--- config.mk ---
export PLATFORM = sky130hd
export DESIGN_NAME = codec_ctrl_responder
export DESIGN_NICKNAME = d
export VERILOG_FILES = /design/src/rtl/codec_ctrl_responder.sv
export SDC_FILE = /design/constraint.sdc
export NUM_CORES = 1
export LEC_CHECK = 0
export CORE_ASPECT_RATIO = 1.2
export CORE_MARGIN = 4
export CORE_UTILIZATION = 59
export CTS_BUF_LIST = sky130_fd_sc_hd__clkbuf_4
export DETAILED_ROUTE_END_ITERATION = 10
export GPL_TIMING_DRIVEN = 0
export PLACE_DENSITY = 0.88
export SLEW_MARGIN = 30
export SYNTH_ARGS = -nofsm -noshare
export SYNTH_HDL_FRONTEND = slang
export SYNTH_SLANG_ARGS = --single-unit
--- constraint.sdc ---
create_clock -name clk -period 5.95 [get_ports clk]
set_clock_uncertainty 0.2 [all_clocks]
set_input_delay 0.8925 -clock clk [delete_from_list [all_inputs] [get_ports clk]]
set_output_delay 0.8925 -clock clk [all_outputs]
set_load 0.01 [all_outputs]
--- src/rtl/codec_ctrl_responder.sv ---
// Device side of the 3-wire codec control link with a WM8731-style register file.
// Define CODEC_READBACK_EN to add the registered rd_addr/rd_data read port.
module codec_ctrl_responder #(
  parameter int SYNC_STAGES = 2,
  parameter int WORD_BITS   = 16
) (
  input  logic       clk,
  input  logic       reset,
  input  logic       sck,
  input  logic       mosi,
  input  logic       cs,
  output logic       wr_strobe,
  output logic [6:0] wr_addr,
  output logic [8:0] wr_data,
  output logic       frame_err,
  output logic       active,
  output logic [7:0] pd_bits,
  output logic [4:0] lin_vol,
  output logic [4:0] rin_vol,
  output logic [6:0] lhp_vol,
  output logic [6:0] rhp_vol,
  output logic [6:0] aif_fmt,
  output logic [6:0] sr_ctrl,
  output logic [7:0] frames
`ifdef CODEC_READBACK_EN
  ,
  input  logic [3:0] rd_addr,
  output logic [8:0] rd_data
`endif
);

  localparam int         NUM_REGS   = 10;
  localparam logic [6:0] ADDR_RESET = 7'h0F;

  function automatic logic [8:0] reg_default(input int idx);
    case (idx)
      0, 1:    return 9'h097;
      2, 3:    return 9'h079;
      4:       return 9'h00A;
      5:       return 9'h008;
      6:       return 9'h09F;
      7:       return 9'h00A;
      default: return 9'h000;
    endcase
  endfunction

  // Format/sampling/volume registers are frozen while the interface is active.
  function automatic logic locked_while_active(input logic [6:0] a);
    return a inside {7'h00, 7'h01, 7'h02, 7'h03, 7'h07, 7'h08};
  endfunction

  logic [SYNC_STAGES-1:0] sck_sync_q, mosi_sync_q, cs_sync_q;
  logic                   sck_prev_q, cs_prev_q;
  logic                   sck_rise, cs_rise, mosi_s;

  logic [15:0] shift_q, shift_d;
  logic [4:0]  cnt_q, cnt_d, cnt_upd;
  logic [6:0]  word_addr;
  logic [8:0]  word_data;
  logic        frame_ok, commit, reject;

  logic [8:0] regs_q [NUM_REGS];
  logic [8:0] regs_d [NUM_REGS];

  logic       wr_strobe_q;
  logic [6:0] wr_addr_q;
  logic [8:0] wr_data_q;
  logic       frame_err_q;
  logic [7:0] frames_q;

  // Synchronisers run through reset so the edge detectors start settled on the idle levels.
  // NOTE: sequential state uses non-blocking assignments so every flop samples pre-edge values.
  always_ff @(posedge clk) begin
    sck_sync_q  <= {sck_sync_q[SYNC_STAGES-2:0], sck};
    mosi_sync_q <= {mosi_sync_q[SYNC_STAGES-2:0], mosi};
    cs_sync_q   <= {cs_sync_q[SYNC_STAGES-2:0], cs};
    sck_prev_q  <= sck_sync_q[SYNC_STAGES-1];
    cs_prev_q   <= cs_sync_q[SYNC_STAGES-1];
  end

  assign mosi_s   = mosi_sync_q[SYNC_STAGES-1];
  assign sck_rise = sck_sync_q[SYNC_STAGES-1] & ~sck_prev_q;
  assign cs_rise  = cs_sync_q[SYNC_STAGES-1] & ~cs_prev_q;

  // NOTE: every always_comb output gets a default first so no latch can be inferred.
  always_comb begin
    shift_d = shift_q;
    cnt_upd = cnt_q;
    if (sck_rise) begin
      shift_d = {shift_q[14:0], mosi_s};
      if (cnt_q != 5'd31) cnt_upd = cnt_q + 5'd1;
    end

    // A coincident sck edge is already folded into shift_d/cnt_upd here.
    word_addr = shift_d[15:9];
    word_data = shift_d[8:0];
    frame_ok  = (cnt_upd == 5'(WORD_BITS)) &&
                ((word_addr <= 7'h09) || (word_addr == ADDR_RESET));
    commit    = cs_rise && frame_ok;
    reject    = cs_rise && !frame_ok;
    cnt_d     = cs_rise ? 5'd0 : cnt_upd;

    regs_d = regs_q;
    if (commit) begin
      if (word_addr == ADDR_RESET) begin
        for (int i = 0; i < NUM_REGS; i++) regs_d[i] = reg_default(i);
      end else if (!(regs_q[9][0] && locked_while_active(word_addr))) begin
        for (int i = 0; i < NUM_REGS; i++)
          if (word_addr == 7'(i)) regs_d[i] = word_data;
        if (word_data[8] && (word_addr == 7'h00 || word_addr == 7'h01)) begin
          regs_d[0] = word_data;
          regs_d[1] = word_data;
        end
        if (word_data[8] && (word_addr == 7'h02 || word_addr == 7'h03)) begin
          regs_d[2] = word_data;
          regs_d[3] = word_data;
        end
      end
    end
  end

  // NOTE: the register file is a handful of flops with architectural defaults, so it is reset.
  always_ff @(posedge clk) begin
    if (reset) begin
      shift_q     <= '0;
      cnt_q       <= '0;
      wr_strobe_q <= 1'b0;
      wr_addr_q   <= '0;
      wr_data_q   <= '0;
      frame_err_q <= 1'b0;
      frames_q    <= '0;
      for (int i = 0; i < NUM_REGS; i++) regs_q[i] <= reg_default(i);
    end else begin
      shift_q     <= shift_d;
      cnt_q       <= cnt_d;
      wr_strobe_q <= commit;
      frame_err_q <= frame_err_q | reject;
      regs_q      <= regs_d;
      if (commit) begin
        wr_addr_q <= word_addr;
        wr_data_q <= word_data;
        frames_q  <= frames_q + 8'd1;
      end
    end
  end

`ifdef CODEC_READBACK_EN
  logic [8:0] rd_mux;
  logic [8:0] rd_data_q;

  always_comb begin
    rd_mux = '0;
    for (int i = 0; i < NUM_REGS; i++)
      if (rd_addr == 4'(i)) rd_mux = regs_q[i];
  end

  always_ff @(posedge clk) begin
    if (reset) rd_data_q <= '0;
    else       rd_data_q <= rd_mux;
  end

  assign rd_data = rd_data_q;
`endif

  assign wr_strobe = wr_strobe_q;
  assign wr_addr   = wr_addr_q;
  assign wr_data   = wr_data_q;
  assign frame_err = frame_err_q;
  assign frames    = frames_q;
  assign active    = regs_q[9][0];
  assign pd_bits   = regs_q[6][7:0];
  assign lin_vol   = regs_q[0][4:0];
  assign rin_vol   = regs_q[1][4:0];
  assign lhp_vol   = regs_q[2][6:0];
  assign rhp_vol   = regs_q[3][6:0];
  assign aif_fmt   = regs_q[7][6:0];
  assign sr_ctrl   = regs_q[8][6:0];

endmodule

Word-level counts from Yosys, hierarchy flattened
Index checks and enable logic that the tools add are counted.
- RAM bits: 0
- bits in registers: 102
- bits in latches: 0
- bits in read-only memories: 0
- memories: 0
- bitwise logic cells: 5
- multipliers: 0
- reductions and logical operators: 29
- add/subtract/negate cells: 2
- divide/modulo/power cells: 0
- $lt $le $gt $ge: 1
- mux-type cells: 17
- eq/ne operators: 13
- shift operators: 0
- operators by type and width (operator ; count):
    86-bit two-way mux ; 2
    9-bit two-way mux ; 9
    7-bit by 3-bit equality test with 1-bit output (second input constant) ; 4
    3-bit AND reduction ; 8
    7-bit by 4-bit equality test with 1-bit output (second input constant) ; 3
    18-bit two-way mux ; 1
    16-bit two-way mux ; 1
    5-bit two-way mux ; 3
    7-bit by 2-bit equality test with 1-bit output (second input constant) ; 2
    14-bit two-way mux ; 1
    3-bit nonzero test ; 4
    8-bit by 1-bit adder with 8-bit output (second input constant) ; 1
    2-bit nonzero test ; 4
    7-bit by 1-bit equality test with 1-bit output (second input constant) ; 1
    7-bit by 4-bit less-or-equal comparator with 1-bit output (second input constant) ; 1
    7-bit zero test ; 1
    1-bit logical AND ; 6
    6-bit nonzero test ; 1
    5-bit by 1-bit adder with 5-bit output (second input constant) ; 1
    5-bit equality test (second input constant) ; 1
    5-bit != test (second input constant) ; 1
    1-bit logical OR ; 3
    1-bit AND ; 2
    2-bit != test (second input constant) ; 1
    4 further kinds ; 5

Longest topological paths before layout
- depth after elaboration: 9
- mapped depth: 9
- depth with buffers taken out: 7

Least setup slack after synthesis
OpenSTA, ideal clock, no wires.
- kind: register to register
- start: register shift_q[12]
- end: register regs_q (netlist bit aif_fmt[4])
- data required time: 5.619 ns
- arrival: 2.103 ns
- cell stages (with the launch flop): 10
- path buffers: 3
- setup slack: 3.516 ns
- clock period less this slack: 2.434 ns
- library setup time: 0.131 ns
- cell sequence: dfxtp_1 > buf_2 > and3b_1 > a2111oi_4 > o21ai_2 > or4b_1 > clkbuf_1 > buf_2 > nand3b_1 > o41ai_1
- longest elaborated chain between the ends: 6
- RTL lines (element ; line ; source):
    start, declared ; 56 ; logic [15:0] shift_q, shift_d;
    start signal, assigned ; 134 ; shift_q <= shift_d;
    16-bit two-way mux (*) ; 89 ; if (sck_rise) begin
    7-bit by 4-bit less-or-equal comparator with 1-bit output (tied with other cells) ; 98 ; ((word_addr <= 7'h09) || (word_addr == ADDR_RESET));
    1-bit logical OR or 6-bit nonzero test (tied branches) ; 98, 49 ;
    1-bit logical AND, on equally long branches ; 97, 107 ;
    1-bit logical AND or 2-bit != test (tied branches) ; n/a ;
    3-bit AND reduction (no line) ; n/a ;
    end signal, assigned ; 138 ; regs_q <= regs_d;
    end, declared ; 62 ; logic [8:0] regs_q [NUM_REGS];
Every way passes the cells marked *; elsewhere a longest branch is shown, timed or not.
A chain may end at the register's enable or synchronous reset.

Worst setup path after layout
- start: register sck_sync_q[1]
- end: register regs_q (netlist bit lhp_vol[1])
- longest elaborated chain between the ends: 8
- RTL lines (element ; line ; source):
    start, declared ; 52 ; logic [SYNC_STAGES-1:0] sck_sync_q, mosi_sync_q, cs_sync_q;
    start signal, assigned ; 74 ; sck_sync_q <= {sck_sync_q[SYNC_STAGES-2:0], sck};
    1-bit AND (*) ; 82 ; assign sck_rise = sck_sync_q[SYNC_STAGES-1] & ~sck_prev_q;
    parallel branches: the longest is 7 deep, another holds 7-bit by 4-bit less-or-equal comparator with 1-bit output ; n/a ;
Every way passes the cells marked *. The select of a mux whose other input is x is not followed.

==> impl_metrics.csv <==
group,metric,value,unit
clocking,clock_sinks,102,
synth,syn_inst,516,
setup_path,cp.arrival,3.18,ns
synth,synth_edf_count,0,
setup_path,crit_slowest_cell,"dfxtp_1",
floorplanning,die_area,8990,um2
cells_and_area,layout_commonest_cell,"dfxtp_1",
sta,min_period,2.98,ns
clocking,insertion_delay,0.46,ns
synth,synth_nets,523,
place,routabilityCongestion,0.949,
setup_path,worstPathRequired,6.14,ns
synth,yosys.area_share.simple,25.2,%
setup_path,cp_max_fo,10,
global_route,grt_antenna_before_repair,0,
routing,drcViolationCount,0,
global_route,grt_max_degree,20,
synth,yosys-top-cells-area,"dfxtp_1 46%, a21oi_1 6.0%, nand2_1 5.7%",
routing,first_pass_iters,5,
setup_path,crit_type,"reg2reg",
synth,synthDistinctLibCells,55,
place,dp_hpwl,9320,um
synth,synthMuxAreaShare,5.72,%
routing,drtIter0Drc,419,
clocking,htreeDepth,3,
synth,synth_top_area_cell,"dfxtp_1",
sta,finalHoldViolCount,0,
sta,rsz0062_at_grt,"no",
synth,synth-compound-area-share,17.9,%
synth,yosysWarnings,0,
floorplanning,die-width,87.2,um
clocking,cts_setup_buffers,0,
floorplanning,boundaryPins,78,
routing,drt-wirelength-per-cell,18.2,um
clocking,numCtsBuffers,9,
global_route,overflow,0,
sta,finalSetupViolCount,0,
sta,slew_viol_final,0,
clocking,cts_buffer_depth,2,
floorplanning,coreArea,7270,um2
synth,synth_top_flop_cell,"dfxtp_1",
setup_path,crit_top_cell,"buf_2",
synth,synth.avg_cell_area,8.61,um2
cells_and_area,layout_common_cells,"102 x dfxtp_1, 76 x clkdlybuf4s50_1, 67 x nand2_1",
floorplanning,start_util,61.1,%
clocking,root_buffer,"clkbuf_4",
synth,ys_ff_latch,102,
global_route,grt_pass1_wl,20500,um
floorplanning,rows,34,
global_route,first_global_vias,4239,
sta,finalCritPeriodShare,50.1,%
power_and_ir_drop,ir_drop,0.141,mV
sta,fmax,335,MHz
synth,netlist.area_leader.share,46.0,%
cells_and_area,final_cells,698,
sta,slew_headroom,43.9,%
synth,synth-xor-area-share,0.592,%
cells_and_area,layout-drive-gt1-share,6.91,%
power_and_ir_drop,power.leakage,2.16,nW
cells_and_area,nFillCells,536,
run_status,outcome,"completed",
cells_and_area,area_growth,23.4,%
cells_and_area,antenna_cells_inserted,0,
routing,via_count,4333,
place,dp.cells,682,
setup_path,max_stage_delay,0.50,ns
synth,synth_top_family_by_area,"simple AND/OR/NAND/NOR gates",
routing,drt-total-wl,12700,um
setup_path,cp-end-kind,"register",
run,maxCapViolations,0,
synth,ys_async_sr_fraction,0,%
hold_path,hold_path_class,"reg2reg",
setup_path,crit_chain,"nor2b_1 -> buf_2 -> mux2_2 -> a211o_1 -> nand3b_1 -> buf_2 -> buf_2 -> o21ai_0 -> a21oi_1",
setup_path,critPathLaunchType,"register",
global_route,track_usage,29.1,%
synth,seq_area_frac_synth,46.0,%
clocking,cts_tree,"built",
floorplanning,die_h,103,um
routing,antenna_left,0,
setup_path,rr_worst_depth,9,
routing,via_per_inst,6.21,
sta,tightest_slew,0.841,ns
synth,syn_area,4440,um2
clocking,hold_buffers,0,
clocking,cts_resized,0,
sta,finalSetupTns,0,ns
clocking,clkTransAtPathRegs,0.18,ns
hold_path,min_path_cells,0,
place,port_buffers,76,
synth,synthAdderAreaFrac,0.563,%
power_and_ir_drop,powerDensity,207,nW/um2
cells_and_area,nets,610,
==> per-layer routing <==
metal  vias up  wire length (um)  GRT usage [%]
li1       2007                 -              -
met1      2034              4900           35.0
met2       254              6400           49.6
met3        38              1060           5.84
met4         0               362           14.0
met5         -                 0              0
==> power by group <==
part / total, W / switching (W) / internal [W] / leakage (nW)
sequential: 0.000691 / 0.00000301 / 0.000688 / 0.826
clock: 0.000397 / 0.000259 / 0.000139 / 0.0854
combinational: 0.0000443 / 0.0000298 / 0.0000145 / 1.25
==> cell type report <==
type                    instances  area, um2  share of cell area (%)
multi-input cells             370       2220                    40.6
flip-flops and latches        102       2040                    37.3
repair buffers                 76        761                    13.9
plain buffers                  39        163                    2.97
well taps                      90        113                    2.05
clock inverters                 7       92.6                    1.69
clock buffers                   9       67.6                    1.23
inverters                       5       18.8                   0.342
==> final timing paths <==
check / startpoint / to / slack, ns
max: sck_sync_q[1]$_DFF_P_ / lhp_vol[1]$_SDFFE_PP0P_ / 2.97
min: cs_sync_q[0]$_DFF_P_ / cs_sync_q[1]$_DFF_P_ / 0.15
max reg2reg: sck_sync_q[1]$_DFF_P_ / lhp_vol[1]$_SDFFE_PP0P_ / 2.97
min reg2reg: cs_sync_q[0]$_DFF_P_ / cs_sync_q[1]$_DFF_P_ / 0.15
==> critical path, delay by kind of cell (launching register included) <==
kind / cells / cell delay, ns
DFF: 1 / 0.50
and+or+nand+nor: 2 / 0.41
AOI/OAI and AO/OA: 3 / 0.67
muxes: 1 / 0.39
buffers and inverters: 3 / 0.76
==> Yosys cell counts (6+ instances only) <==
| cell type | n |
|---|---|
| a211oi_1 | 8 |
| clkbuf_1 | 23 |
| nor2_1 | 34 |
| o21bai_1 | 14 |
| mux2i_1 | 22 |
| dfxtp_1 | 102 |
| and3_1 | 6 |
| nor2b_1 | 12 |
| nand2_1 | 67 |
| nand3_1 | 11 |
| nor3_1 | 29 |
| buf_2 | 13 |
| a21oi_1 | 53 |
| nor3b_1 | 6 |
| nand2b_1 | 10 |
| nand3b_1 | 7 |
| nor4_1 | 6 |
| o21ai_0 | 21 |
==> logic make-up after synthesis <==
| logic type | Yosys count |
|---|---|
| adders and majority gates | 2 |
| and+or+nand+nor | 216 |
| xor gates and xnor gates | 3 |
| muxes | 25 |
| DFF | 102 |
| buffers and inverters | 44 |
| AOI/OAI and AO/OA | 124 |
==> state kept, by name (all words and copies together), names as in the netlist, 5 cells and up <==
name / cells
aif_fmt: 7
cnt_q: 5
frames: 8
lhp_vol: 7
lin_vol: 5
pd_bits: 8
rhp_vol: 7
rin_vol: 5
shift_q: 16
sr_ctrl: 7
wr_addr: 7
wr_data: 9
==> metrics by stage <==
step	total power (W)	hold WS (ns)	area (um2)	worst slack, ns	util, %
floorplan	0.000734	0.110	4440	3.52	-
global placement	0.000748	0.113	5320	2.83	73.1
detailed placement	0.000749	0.113	5320	2.81	73.1
CTS	0.00113	0.147	5480	3.02	75.3
global route	0.00117	0.156	5480	2.77	75.4
finish	0.00113	0.146	5480	2.97	75.4
No activity file was read; power rests on OpenSTA's default activity.
